`src/rtl/bus_timer_pkg.sv`:
```
// Shared definitions for bus_timer: register offsets, CTRL bit layout and FSM states.
package bus_timer_pkg;

  localparam logic [1:0] TMR_CTRL  = 2'd0;
  localparam logic [1:0] TMR_LOAD  = 2'd1;
  localparam logic [1:0] TMR_COUNT = 2'd2;
  localparam logic [1:0] TMR_STAT  = 2'd3;

  localparam int unsigned CTRL_EN        = 0;
  localparam int unsigned CTRL_AUTO      = 1;
  localparam int unsigned CTRL_IE        = 2;
  localparam int unsigned CTRL_PRESC_LSB = 8;

  localparam int unsigned STAT_EXP = 0;

  typedef enum logic [1:0] {
    ST_IDLE = 2'd0,
    ST_RUN  = 2'd1,
    ST_DONE = 2'd2
  } tmr_state_e;

endpackage

```
`src/rtl/bus_timer_presc.sv`:
```
// Prescale counter: emits a one-cycle tick every presc+1 clocks while run is high.
module bus_timer_presc #(
  parameter int unsigned PRESC_W = 8
) (
  input  logic               clk,
  input  logic               rst,
  input  logic               clr,
  input  logic               run,
  input  logic [PRESC_W-1:0] presc,
  output logic               tick
);

  logic [PRESC_W-1:0] cnt_q;

  // >= keeps the period bounded if presc is lowered below the current count
  assign tick = run & (cnt_q >= presc);

  always_ff @(posedge clk) begin
    if (rst) begin
      cnt_q <= '0;
    end else if (clr) begin
      cnt_q <= '0;
    end else if (run) begin
      cnt_q <= tick ? '0 : cnt_q + PRESC_W'(1);
    end
  end

endmodule

```
`src/rtl/bus_timer.sv`:
```
// Bus-attached programmable down-counter with one-shot/auto-reload modes and level irq.
module bus_timer
  import bus_timer_pkg::*;
#(
  parameter int unsigned CNT_W   = 32,
  parameter int unsigned PRESC_W = 8
) (
  input  logic        clk,
  input  logic        rst,
  input  logic        r,
  input  logic        w,
  input  logic [1:0]  addr,
  input  logic [31:0] wdata,
  output logic [31:0] rdata,
  output logic        ready,
  output logic        irq
);

  tmr_state_e         state_q, state_d;
  logic               en_q, en_d;
  logic               auto_q, auto_d;
  logic               ie_q, ie_d;
  logic               exp_q, exp_d;
  logic [PRESC_W-1:0] presc_q, presc_d;
  logic [CNT_W-1:0]   load_q, load_d;
  logic [CNT_W-1:0]   count_q, count_d;
  logic [31:0]        rdata_q, rdata_d;
  logic               ready_q;

  logic        accept, wr_acc, rd_acc;
  logic        ctrl_wr, load_wr, stat_wr;
  logic        run, tick, presc_clr, exp_set;
  logic [31:0] ctrl_word;
  logic        unused_wdata;

  // ready doubles as the busy flag, so a held strobe is re-accepted every other cycle
  assign accept  = (r | w) & ~ready_q;
  assign wr_acc  = accept & w;
  assign rd_acc  = accept & ~w;
  assign ctrl_wr = wr_acc & (addr == TMR_CTRL);
  assign load_wr = wr_acc & (addr == TMR_LOAD);
  assign stat_wr = wr_acc & (addr == TMR_STAT);
  assign run     = (state_q == ST_RUN);

  assign unused_wdata = ^wdata;

  bus_timer_presc #(
    .PRESC_W(PRESC_W)
  ) u_presc (
    .clk  (clk),
    .rst  (rst),
    .clr  (presc_clr),
    .run  (run),
    .presc(presc_q),
    .tick (tick)
  );

  always_comb begin
    ctrl_word                                = '0;
    ctrl_word[CTRL_EN]                       = en_q;
    ctrl_word[CTRL_AUTO]                     = auto_q;
    ctrl_word[CTRL_IE]                       = ie_q;
    ctrl_word[CTRL_PRESC_LSB +: PRESC_W]     = presc_q;
  end

  always_comb begin
    state_d   = state_q;
    en_d      = en_q;
    auto_d    = auto_q;
    ie_d      = ie_q;
    presc_d   = presc_q;
    load_d    = load_q;
    count_d   = count_q;
    exp_d     = exp_q;
    presc_clr = 1'b0;
    exp_set   = 1'b0;

    if (ctrl_wr) begin
      en_d    = wdata[CTRL_EN];
      auto_d  = wdata[CTRL_AUTO];
      ie_d    = wdata[CTRL_IE];
      presc_d = wdata[CTRL_PRESC_LSB +: PRESC_W];
    end
    if (load_wr) begin
      load_d = wdata[CNT_W-1:0];
    end

    unique case (state_q)
      ST_IDLE, ST_DONE: begin
        if (ctrl_wr) begin
          if (wdata[CTRL_EN]) begin
            count_d   = load_q;
            state_d   = ST_RUN;
            presc_clr = 1'b1;
          end else begin
            state_d = ST_IDLE;
          end
        end
      end
      ST_RUN: begin
        if (ctrl_wr && !wdata[CTRL_EN]) begin
          state_d = ST_IDLE;
        end else if (tick) begin
          if (count_q != '0) begin
            count_d = count_q - CNT_W'(1);
          end else begin
            exp_set = 1'b1;
            if (auto_q) begin
              count_d = load_q;
            end else begin
              state_d = ST_DONE;
              en_d    = 1'b0;
            end
          end
        end
      end
      default: state_d = ST_IDLE;
    endcase

    // A set in the same cycle as a W1C clear wins
    if (exp_set) begin
      exp_d = 1'b1;
    end else if (stat_wr && wdata[STAT_EXP]) begin
      exp_d = 1'b0;
    end
  end

  always_comb begin
    rdata_d = rdata_q;
    if (rd_acc) begin
      unique case (addr)
        TMR_CTRL:  rdata_d = ctrl_word;
        TMR_LOAD:  rdata_d = 32'(load_q);
        TMR_COUNT: rdata_d = 32'(count_q);
        TMR_STAT:  rdata_d = {31'b0, exp_q};
        default:   rdata_d = rdata_q;
      endcase
    end
  end

  always_ff @(posedge clk) begin
    if (rst) begin
      state_q <= ST_IDLE;
      en_q    <= 1'b0;
      auto_q  <= 1'b0;
      ie_q    <= 1'b0;
      exp_q   <= 1'b0;
      presc_q <= '0;
      load_q  <= '0;
      count_q <= '0;
      rdata_q <= '0;
      ready_q <= 1'b0;
    end else begin
      state_q <= state_d;
      en_q    <= en_d;
      auto_q  <= auto_d;
      ie_q    <= ie_d;
      exp_q   <= exp_d;
      presc_q <= presc_d;
      load_q  <= load_d;
      count_q <= count_d;
      rdata_q <= rdata_d;
      ready_q <= accept;
    end
  end

  assign rdata = rdata_q;
  assign ready = ready_q;
  assign irq   = exp_q & ie_q;

endmodule

```
`config.mk`:
```
export PLATFORM = sky130hd
export DESIGN_NAME = bus_timer
export DESIGN_NICKNAME = d
export VERILOG_FILES = /design/src/rtl/bus_timer_pkg.sv /design/src/rtl/bus_timer_presc.sv /design/src/rtl/bus_timer.sv
export SDC_FILE = /design/constraint.sdc
export NUM_CORES = 1
export LEC_CHECK = 0
export ABC_CLOCK_PERIOD_IN_PS = 3770
export CAP_MARGIN = 0
export CORE_ASPECT_RATIO = 0.7
export CORE_UTILIZATION = 56
export CTS_BUF_LIST = sky130_fd_sc_hd__clkbuf_8 sky130_fd_sc_hd__clkbuf_16
export DETAILED_ROUTE_END_ITERATION = 7
export GPL_ROUTABILITY_DRIVEN = 0
export HOLD_SLACK_MARGIN = 0.03
export PLACE_DENSITY = 0.8
export SLEW_MARGIN = 10
export SYNTH_ARGS = -nofsm -noshare
export SYNTH_HDL_FRONTEND = slang
export SYNTH_SLANG_ARGS = --single-unit
```
`constraint.sdc`:
```
create_clock -name clk -period 3.77 [get_ports clk]
set_clock_uncertainty 0.2 [all_clocks]
set_input_delay 0.377 -clock clk [delete_from_list [all_inputs] [get_ports clk]]
set_output_delay 0.377 -clock clk [all_outputs]
set_load 0.02 [all_outputs]
```
==> results of run 1 <==
-- synthesized netlist by cell type (all sizes together) (7+ instances only) --
library cell	instances
nor3	22
nand2	123
o211ai	7
a21o	14
o32ai	10
nor2b	7
nand4	8
clkbuf	45
a22oi	23
a211oi	33
or3	8
buf	11
mux2i	11
ha	11
nor2	96
nor4	9
dfxtp	119
nand3b	9
o21ai	22
inv	17
a21oi	101
-- sequential cells by signal (all words and copies together), names as in the netlist --
signal,count
u_presc.cnt_q,8
presc_q,8
state_q,2
exp_q,1
ie_q,1
en_q,1
ready,1
count_q,32
rdata,32
load_q,32
auto_q,1
-- worst min path at each step --
stage                                 start                 endpoint  slack [ps]  cells after the start
floorplan                 ie_q$_SDFFE_PP0P_        ie_q$_SDFFE_PP0P_         240                      2
global placement     load_q[1]$_SDFFE_PP0P_   load_q[1]$_SDFFE_PP0P_         260                      2
detailed placement  load_q[30]$_SDFFE_PP0P_  load_q[30]$_SDFFE_PP0P_         260                      2
CTS                                     rst    rdata[0]$_SDFFE_PP0P_         260                      2
global route                            rst    rdata[0]$_SDFFE_PP0P_         280                      2
finish                                  rst    rdata[0]$_SDFFE_PP0P_         260                      2
-- layer usage --
metal	track usage (%)	share of wire, %
met1	44.0	45
met3	8.31	8.8
met4	13.5	2.6
met5	0	0
met2	47.7	44
-- area by class of cell --
cell class / instances / area [µm²] / area share (%)
inverter: 17 / 63.8 / 0.877
tap: 128 / 160 / 2.20
sequential: 119 / 2380 / 32.7
clock buffer: 19 / 453 / 6.23
clock inverter: 12 / 199 / 2.73
timing repair buffer: 88 / 848 / 11.7
multi-input combinational: 561 / 3170 / 43.6
-- logic make-up (layout without fill, tap and decap cells) --
kind of cell / count (synthesis) / count (layout)
compound gates: 224 / 224
mux: 12 / 12
fa+ha+maj: 11 / 11
flops: 119 / 119
simple gates: 308 / 308
xor+xnor: 6 / 6
buf+inv: 73 / 136
-- stage by stage --
step | hold WS, ps | total power (µW) | util, % | cells | setup WS, ps
2_1_floorplan | 244 | 1560 | - | 753 | 1030
3_3_place_gp | 261 | 1700 | 66.8 | 913 | 673
3_5_place_dp | 264 | 1710 | 66.8 | 913 | 557
4_1_cts | 259 | 3500 | 73.4 | 944 | 745
5_1_grt | 278 | 3600 | 73.4 | 944 | 466
6_report | 258 | 3510 | 73.4 | 944 | 695
-- critical path, stage by stage (launching register included) --
cell and delay, ps:
dfxtp_1 400, inv_1 70, ha_1 290, and3_1 140, o21ai_0 70, a311o_1 410, a2111oi_1 720, nor2_2 100
buf_12 220, o21ai_0 190, a21oi_1 90
-- power groups by stage --
stage                     clock network, µW  registers (µW)  logic [µW]
after floorplan                           0            1370         190
after global placement                    0            1350         350
after detailed placement                  0            1350         358
after CTS                              1810            1330         363
after global routing                   1870            1330         396
final                                  1820            1330         366
==> results.toml, run 1 <==
[status]
status = "completed"

[floorplanning]
fp.dieW_um = 124
dieArea_um2 = 10800
initial_utilization_pct = 58.8
ios = 72
die_h_um = 87.4
coreArea_um2 = 9910
rows = 30

[route]
drt_iter0_drc = 651
ant_nets = 0
drt-wirelength-per-cell_um = 17.5
wirelength_um = 16500
drc = 0
first_pass_iters = 5
route.vias.total = 5880
vias_per_cell = 6.23

[synth]
synth-edff-count = 0
synth_area_um2 = 5830
ys_types = 55
yosys_warnings = 0
synth_mux_area_share_pct = 2.28
async_reset_ff_share_pct = 0
synth_fa_ha_area_share_pct = 2.36
synth-seq-area-share_pct = 40.9
syn_nets = 802
synth_xor_area_share_pct = 0.901
ys_ff_latch = 119
synth_compound_area_share_pct = 24.0
synth_top_family_by_area = "simple AND/OR/NAND/NOR gates"
synth.top_cell.area_share_pct = 40.9
yosysTopAreaCell = "dfxtp_1"
synth_area_leaders = "dfxtp_1 (41%), a21oi_1 (8.7%), nand2_1 (7.9%)"
synth-main-ff-cell = "dfxtp_1"
avgSynthCellArea_um2 = 7.74
yosys.area_share.simple_pct = 24.7
synth_cells = 753

[placed_design]
portBuffers = 71
placed_area_um2 = 6620
hpwlAfterDp_um = 10700

[worst_setup_path]
timing.critical_path.from = "presc_q[2]$_SDFFE_PP0P_"
required_ps = 3850
worstSetupPathType = "reg2reg"
cp_max_fo = 53
worst-r2r-setup-slack_ps = 690
r2r_start = "presc_q[2]$_SDFFE_PP0P_"
arrival_ps = 3150
start_kind = "flip-flop"
r2r-end = "count_q[15]$_SDFFE_PP0P_"
endpoint = "count_q[15]$_SDFFE_PP0P_"
worst_setup_path_end_kind = "flip-flop"
r2r_cells = 10

[clock_tree]
clockBufferDepth = 2
holdBufCountCts = 0
numCtsBuffers = 17
clock_sinks = 119
htreeDepth = 4
tritoncts = "built"
insertion_delay_ps = 430
cts_root_buf = "clkbuf_16"
post_cts_resized = 0
postCtsSetupBuffers = 0
clk_pin_slew_ps = 50

[grt]
grt-ovfl-total = 0
antenna_found_initial = 0
grt_max_degree = 64
grt_pass1_vias = 5308
grt_pass1_wl_um = 26400
grt.total_usage_pct = 32.1

[finish]
diodes = 0
layout-area-overhead-vs-synth_pct = 24.8
fillers = 749
final_nets = 853
layout_commonest_cell = "nand2_1"
final_cell_mix = "nand2_1 (123), dfxtp_1 (119), a21oi_1 (101)"
drive_gt1_share_pct = 8.21
final_area_um2 = 7280

[timing]
worst_pin_slew_ps = 728
hold_viol = 0
setup_tns_ps = 0
setup_viol = 0
maxSlewHeadroom_pct = 51.1
fmax_mhz = 325
slew_violations = 0
fin_crit_sh_pct = 81.6
rsz0062_at_grt = "no"
post-route-min-period_ps = 3080

[pwr]
p_leak_uw = 0.00253
ir_drop_mv = 0.327
comb_power_share_pct = 10.4
switching_share_pct = 24.5
p_seq_share_pct = 37.8
pwr_density_cell_nw_per_um2 = 483
internal-power_uw = 2650
p_switching_uw = 859
pwr-share-clk_pct = 51.8

[worst_hold_path]
min_path_type = "in2reg"

[job]
cap_violations = 0
(Power assumes the default switching activity.)
==> run 2, diff against run 1 <==
ABC_CLOCK_PERIOD_IN_PS = 2550   (was 3770)
CORE_UTILIZATION = 50   (was 56)
PLACE_DENSITY = 0.76   (was 0.8)
clock period = 2.55 ns   (was 3.77 ns; I/O delays follow)
==> run 2 against run 1 <==
  * The run now ends with setup timing left
  * Worst hold slack worse by 120 ps
  * Flip-flop and latch count stayed put
  * Final cell count is 11% higher
  * Clock power is 19% higher
  * Critical path depth is 1 higher
  * Final area is 14% higher
  * Critical path type unchanged
  * Critical endpoint is now count_q[25]$_SDFFE_PP0P_
==> results.toml, run 2 (same netlist as run 1, synthesis figures left out) <==
[route]
first_pass_iters = 5
drt-wirelength-per-cell_um = 18.5
drt_iter0_drc = 639
route.vias.total = 6376
wirelength_um = 19500
drc = 0
vias_per_cell = 6.07
ant_nets = 0

[worst_setup_path]
crit_chain = "inv_2 > ha_4 > and3_1 > o21ai_1 > a311o_1 > a2111oi_4 > nor2_4 > buf_4 > buf_8 > a21o_1 > a21oi_2"
r2r_start = "presc_q[1]$_SDFFE_PP0P_"
worst-r2r-setup-slack_ps = -140
start_kind = "flip-flop"
cp_max_fo = 11
r2r_cells = 11
worstSetupPathType = "reg2reg"
r2r-end = "count_q[25]$_SDFFE_PP0P_"
worst-path-buf-inv = 3
crit_path_top_delay_cell = "a2111oi_4"
required_ps = 2690
worst_setup_path_end_kind = "flip-flop"
critical-path-top-delay-family = "compound AO/OA/AOI/OAI gates"
arrival_ps = 2830
critPathMaxStageDelay_ps = 440

[floorplanning]
dieArea_um2 = 12100
ios = 72
rows = 32
initial_utilization_pct = 52.2
fp.dieW_um = 131
die_h_um = 92.3
coreArea_um2 = 11200

[worst_hold_path]
min_path_type = "in2reg"
holdPathStages = 3
worstHoldEndpoint = "u_presc.cnt_q[2]$_SDFFE_PP0P_"
hold_start = "rst"

[grt]
grt_max_degree = 64
met3_usage_pct = 6.82
top_usage_layer = "met2"
grt-ovfl-total = 0
use_met1_pct = 42.8
grt_pass1_wl_um = 29800
grt_pass1_vias = 5908
grt.total_usage_pct = 32.5
antenna_found_initial = 0
grt.met2_usage_pct = 52.7

[placed_design]
hpwlAfterDp_um = 12200
portBuffers = 71

[timing]
slew_violations = 0
hold_ws_ps = 142
worst_slack_ps = -144
hold_viol = 0
post-route-min-period_ps = 2690
fmax_mhz = 371
worst_pin_slew_ps = 729
fin_crit_sh_pct = 106
rsz0062_at_grt = "yes"
setup_viol = 32
maxSlewHeadroom_pct = 51.4

[finish]
layout_commonest_cell = "nand2_1"
fillers = 789
diodes = 0
final_cell_mix = "nand2_1 (123), dfxtp_1 (113), nor2_1 (91)"
multi_input_area_um2 = 3490
final_nets = 934
final-seq-area_um2 = 2390
drive_gt1_share_pct = 22.6
layout-area-overhead-vs-synth_pct = 42.4

[job]
cap_violations = 0

[clock_tree]
numCtsBuffers = 17
tritoncts = "built"
clockBufferDepth = 2
clk_pin_slew_ps = 50
clock_sinks = 119
htreeDepth = 4
insertion_delay_ps = 410
cts_root_buf = "clkbuf_16"

[status]
status = "finished with violations"
violations = "setup timing"

[pwr]
pwr_density_cell_nw_per_um2 = 581
p_leak_uw = 0.00303
ir_drop_mv = 0.559
power_uw = 4830
==> run 2: cell count changes in the layout (fill, tap and decap cells not counted), sizes merged <==
cell      previous run  this run
clkinv               2         7
inv                 18        21
bufinv               5         1
clkinvlp             4         2
buf                 18        98
==> run 2: worst max path at each step <==
stage / from / end / slack [ps] / cells after the start
after floorplan: count_q[10]$_SDFFE_PP0P_ / count_q[26]$_SDFFE_PP0P_ / -10 / 8
after global placement: presc_q[2]$_SDFFE_PP0P_ / count_q[10]$_SDFFE_PP0P_ / -40 / 10
after detailed placement: presc_q[1]$_SDFFE_PP0P_ / count_q[5]$_SDFFE_PP0P_ / -150 / 10
after CTS: presc_q[1]$_SDFFE_PP0P_ / count_q[1]$_SDFFE_PP0P_ / -80 / 11
after global routing: presc_q[1]$_SDFFE_PP0P_ / count_q[25]$_SDFFE_PP0P_ / -230 / 11
final: presc_q[1]$_SDFFE_PP0P_ / count_q[25]$_SDFFE_PP0P_ / -140 / 11
==> run 2: what timing repair did <==
| item | 4_1_cts | 5_1_grt |
|---|---|---|
| setup endpoints to repair | 29 | 32 |
| gates cloned | 5 | 2 |
| buffers inserted | 4 | 2 |
| gates resized for setup | 52 | 46 |
| hold buffers | 0 | 0 |
| pin swaps | 22 | 12 |
| endpoints found under the hold margin | 0 | 0 |
==> run 2: where the power goes <==
| part | internal (µW) | switching (µW) | total, µW | leakage (µW) |
|---|---|---|---|---|
| logic | 322 | 381 | 703 | 0.00178 |
| clock network | 1330 | 830 | 2160 | 0.000280 |
| registers | 1920 | 41.0 | 1960 | 0.000969 |
==> run 2: per-stage QoR <==
stage	util (%)	worst slack, ps	TNS, ps	instance area, µm²	instances
global placement	64.9	-37.6	-283	7250	1007
global route	74.3	-229	-5530	8300	1051
CTS	72.3	-84.3	-1060	8080	1048
finish	74.3	-144	-2540	8300	1051
floorplan	-	-13.5	-13.5	5860	753
detailed placement	64.9	-150	-2050	7250	1007
==> run 2: final cells by class <==
class / instances / area share, %
tap: 153 / 2.31
multi-input combinational: 561 / 42.0
timing repair buffer: 169 / 19.7
clock buffer: 18 / 5.29
inverter: 17 / 0.769
clock inverter: 14 / 1.15
sequential: 119 / 28.8
==> run 2: tightest hold or removal path: cells and delay by family <==
family / cells / cell delay, ps
and+or+nand+nor: 2 / 340
buffers and inverters: 1 / 120
==> run 2: layer usage <==
layer  wire length [µm]  share of wire [%]  vias to the layer above
met2               9110                 47                      376
met4                411                2.1                        0
met5                  0                  0                        -
li1                   -                  -                     2941
met3               1860                9.6                       51
met1               8070                 41                     3008
==> run 3, diff against run 2 <==
ABC_CLOCK_PERIOD_IN_PS = 2200   (was 2550)
PLACE_DENSITY = 0.78   (was 0.76)
clock period = 2.2 ns   (was 2.55 ns; I/O delays follow)
==> run 3 against run 2 <==
  * The run still ends with setup timing left
  * Wire length is 14% higher
  * Maximum frequency is 0.44% lower
  * Critical path depth fell by 1
==> results.toml, run 3 (same netlist as run 1, synthesis figures left out) <==
[status]
status = "finished with violations"
violations = "setup timing"

[clock_tree]
htreeDepth = 4
insertion_delay_ps = 430
tritoncts = "built"
numCtsBuffers = 17
clockBufferDepth = 2
cts_root_buf = "clkbuf_16"
clk_pin_slew_ps = 60
clock_sinks = 119

[floorplanning]
dieArea_um2 = 12100
rows = 32
fp.dieW_um = 131
die_h_um = 92.3
initial_utilization_pct = 52.2
ios = 72
coreArea_um2 = 11200

[timing]
hold_viol = 0
rsz0062_at_grt = "yes"
worst_pin_slew_ps = 722
fin_crit_sh_pct = 123
hold_ws_ps = 131
setup_viol = 44
worst_slack_ps = -506
slew_violations = 0
post-route-min-period_ps = 2710
fmax_mhz = 370
maxSlewHeadroom_pct = 51.8

[finish]
diodes = 0
drive_gt1_share_pct = 27.6
fillers = 632
layout_commonest_cell = "buf_4"
layout-area-overhead-vs-synth_pct = 50.5
final_nets = 978
final_cell_mix = "buf_4 (123), nand2_1 (121), dfxtp_1 (113)"
finish.utilization_pct = 78.5

[placed_design]
portBuffers = 71
hpwlAfterDp_um = 12700

[worst_setup_path]
critPathMaxStageDelay_ps = 400
required_ps = 2310
worst-path-buf-inv = 2
critical-path-top-delay-family = "compound AO/OA/AOI/OAI gates"
worstSetupPathType = "reg2reg"
start_kind = "flip-flop"
arrival_ps = 2810
crit_path_top_delay_cell = "a2111oi_4"
worst_setup_path_end_kind = "flip-flop"
crit_chain = "inv_1 > ha_1 > and3_1 > o21ai_0 > a311o_1 > a2111oi_4 > nor2_4 > buf_12 > o211ai_1 > o21ai_1"
cp_max_fo = 27

[route]
ant_nets = 0
vias_per_cell = 6.27
first_pass_iters = 5
drt_iter0_drc = 824
drc = 0
route.vias.total = 6868
wirelength_um = 22100
drt-wirelength-per-cell_um = 20.2

[worst_hold_path]
min_path_type = "in2reg"

[grt]
grt_pass1_vias = 6237
antenna_found_initial = 0
grt.total_usage_pct = 33.4
grt_max_degree = 64
grt-ovfl-total = 0
grt_pass1_wl_um = 30900

[pwr]
power_uw = 5960
p_leak_uw = 0.00331
pwr_density_cell_nw_per_um2 = 679
ir_drop_mv = 0.637

[job]
cap_violations = 0
==> run 3: per-layer routing <==
metal  vias up  wire length [µm]  track usage [%]
met3       122              2420             9.13
li1       3033                 -                -
met1      3197              8640             41.7
met5         -                 0                0
met2       516             10000             53.3
met4         0               979             15.7
==> run 3: power by group <==
| group | internal, µW | leakage (µW) | switching [µW] |
|---|---|---|---|
| clock | 1760 | 0.000301 | 1030 |
| sequential | 2220 | 0.000969 | 47.9 |
| combinational | 417 | 0.00204 | 478 |
==> run 3: repair_timing <==
item                                    4_1_cts  5_1_grt
gates resized for setup                      33       67
buffers inserted                              5       11
pin swaps                                     3       17
hold buffers                                  1        0
endpoints found under the setup margin       42       44
cloned                                        3        0
endpoints found under the hold margin        14        0
==> run 3: area by class of cell <==
cell class | count | area (µm²) | share of cell area [%]
flip-flops and latches | 119 | 2390 | 27.3
inverters | 17 | 66.3 | 0.756
repair buffers | 213 | 1940 | 22.1
clock buffers | 21 | 480 | 5.48
multi-input cells | 561 | 3600 | 41.0
well taps | 153 | 191 | 2.18
clock inverters | 11 | 105 | 1.20
==> run 3: tightest hold or removal path: cells and delay by family <==
kind	cells	cell delay [ps]
AOI/OAI and AO/OA	1	50
and+or+nand+nor	1	50
buffers and inverters	1	390
==> run 3: stage by stage <==
stage / instances / area [µm²] / setup slack, ps / setup TNS [ps]
2_1_floorplan: 753 / 5990 / -363 / -5450
3_3_place_gp: 1044 / 7610 / -283 / -8830
3_5_place_dp: 1044 / 7610 / -385 / -12690
4_1_cts: 1085 / 8450 / -355 / -10020
5_1_grt: 1095 / 8770 / -580 / -19540
6_report: 1095 / 8770 / -506 / -16220
==> run 3: final timing paths <==
path / from / to / slack [ps] / cells past startpoint
hold / removal: wdata[18] / load_q[18]$_SDFFE_PP0P_ / 130 / 3
hold reg to reg: load_q[18]$_SDFFE_PP0P_ / load_q[18]$_SDFFE_PP0P_ / 280 / 2
setup / recovery: presc_q[2]$_SDFFE_PP0P_ / count_q[29]$_SDFFE_PP0P_ / -510 / 10
setup reg to reg: presc_q[2]$_SDFFE_PP0P_ / count_q[29]$_SDFFE_PP0P_ / -510 / 10
==> edit (flow settings as in run 2) <==
Encoding of `tmr_state_e`: now one-hot (3 bits for 3 states).
--- a/src/rtl/bus_timer_pkg.sv
+++ b/src/rtl/bus_timer_pkg.sv
@@ -13,10 +13,10 @@
 
   localparam int unsigned STAT_EXP = 0;
 
-  typedef enum logic [1:0] {
-    ST_IDLE = 2'd0,
-    ST_RUN  = 2'd1,
-    ST_DONE = 2'd2
+  typedef enum logic [2:0] {
+    ST_IDLE = 3'b001,
+    ST_RUN  = 3'b010,
+    ST_DONE = 3'b100
   } tmr_state_e;
 
 endpackage
Function: same outputs for any inputs over 4 cycles, from zero or initial values and one cycle with rst high; so few cycles prove little.
==> edit against run 2 <==
- the flow still finishes with violations (setup timing)
- total power rose by 9.1%
- wire length up 5.3%
- maximum frequency decreased by 14%
- synthesized area increased by 2.0%
- worst setup slack worse by 0.43 ns
- sequential share of layout area is 0.14 points lower
- global-route usage is 1.0 points higher
- sequential cell count rose by 1
- non-clock buffer count grew 14
- final area rose by 1.1%
- critical path type unchanged
- largest power group unchanged
==> edit: results (changes against run 2) <==
- The met3 track utilization from global routing is 10.7% (+3.9 points).
- The post-placement cell count is 1035 (+2.8%).
- The fraction of layout instances using a drive strength above 1 is 21.4% (-1.2 points).
- The number of non-clock buffers is 183 (+8.3%).
- The multiplexer area fraction after synthesis is 2.95% (+0.67 points).
- The clock network area share was 7.83% (+1.4 points).
- The global-route usage over all layers was 33.6% (+1.0 points).
- By area the synthesized netlist is led by sky130_fd_sc_hd__dfxtp_1, sky130_fd_sc_hd__a21oi_1, sky130_fd_sc_hd__nand2_1.
- The DRC violation total after the first TritonRoute iteration was 873 (+37%).
- The switching power total is 1310 uW (+4.6%).
- The setup slack after placement is -0.526 ns (-0.376 ns).
- The estimated wirelength of the detail-placed design is 13.8 mm (+13%).
- The clock buffer count in the final layout was 20 (+2).
- The hold buffer count at CTS is 1 (+1).
- The critical-path cell with the highest stage delay is sky130_fd_sc_hd__or4_4.
- The worst IR drop on VDD is 0.000419 V (-25%).
- The delay of the slowest cell on the worst path was 0.54 ns (+0.10 ns).
- The relative slew slack is 52.6% (+1.2 points).
- The area occupied by multi-input gates is 3410 um2 (-2.3%).
- The least setup slack across all paths after layout is -0.571 ns (-0.427 ns).
- The number of cell instances on the worst register-to-register path is 8 (-3).
- By count the netlist is led by sky130_fd_sc_hd__nand2_1, sky130_fd_sc_hd__dfxtp_1, sky130_fd_sc_hd__a21oi_1.
- The reg-to-reg critical path endpoint is count_q[26].
- The per-instance average area after synthesis came to 7.74 um2 (about the same).
- The share of final layout cell area taken by non-clock buffers is 19.9% (+0.27 points).
- The final net count was 958 (+2.6%).
- The post-CTS setup buffer count is 3 (-1).
- The peak fanout along the critical path came to 3 (-8).
- The number of setup violations in the final report is 36 (+13%).
- The number of global-route vias before repair is 5971 (+1.1%).
- The quantity of gates resized following cts is 43 (-17%).
- The total nets after synthesis is 817 (+1.9%).
- The number of different library cells in the post-synthesis netlist is 59 (+7.3%).
- The non-clock inverter instance count of the final layout is 15 (-2).
- The final reports fail on setup timing.
- The met2 track demand over resource is 48.1% (-4.6 points).
- The number of detailed-route iterations in the first pass is 6 (+1).
- In this run the critical register-to-register path is launched from count_q[24].
- The maximum number of pins on one net before global-route repair is 65 (+1.6%).
- The data arrival at the endpoint of the critical path is 3.22 ns (+0.39 ns).
- The xor-xnor portion of the synthesized cell area is 1.18% (+0.28 points).
- Broken down by cell family, the worst path's largest delay share belongs to simple AND/OR/NAND/NOR gates.
- The count of filler cells inserted in the layout is 819 (+3.8%).
- The end point of the worst hold path is load_q[22].
- The average wire length per cell after detail routing is 19.1 um (+2.9%).
- The flow ran to the end, but the final reports show violations.
-- edit: changes by cell type after synthesis, sizes merged, moves of 6 or more --
cell / before / now
o21ai: 22 / 37
nor2: 96 / 82
a21o: 14 / 4
and2: 2 / 11
nand3b: 9 / 0
nor3: 22 / 30
a21oi: 101 / 94
nand3: 6 / 12
-- edit: power groups by stage --
stage          clock, uW  combinational, uW  sequential [uW]
2_1_floorplan          0                267             2050
3_3_place_gp           0                561             2020
3_5_place_dp           0                573             2020
4_1_cts             2650                609             1980
5_1_grt             2740                681             1990
6_report            2640                643             1980
-- edit: stage by stage --
stage	TNS (ns)	instance area, um2	util [%]	total power, uW
after floorplan	-17.30	5950	-	2310
after global placement	-13.08	7460	66.0	2580
after detailed placement	-16.55	7460	66.0	2590
after CTS	-15.64	8280	73.4	5230
after global routing	-18.96	8390	74.3	5410
final	-16.99	8390	74.3	5270
-- edit: routing by layer --
metal,share of wire (%),wire length (um)
met3,14,2890
met4,3.4,705
met5,0,0
met1,41,8450
met2,41,8450
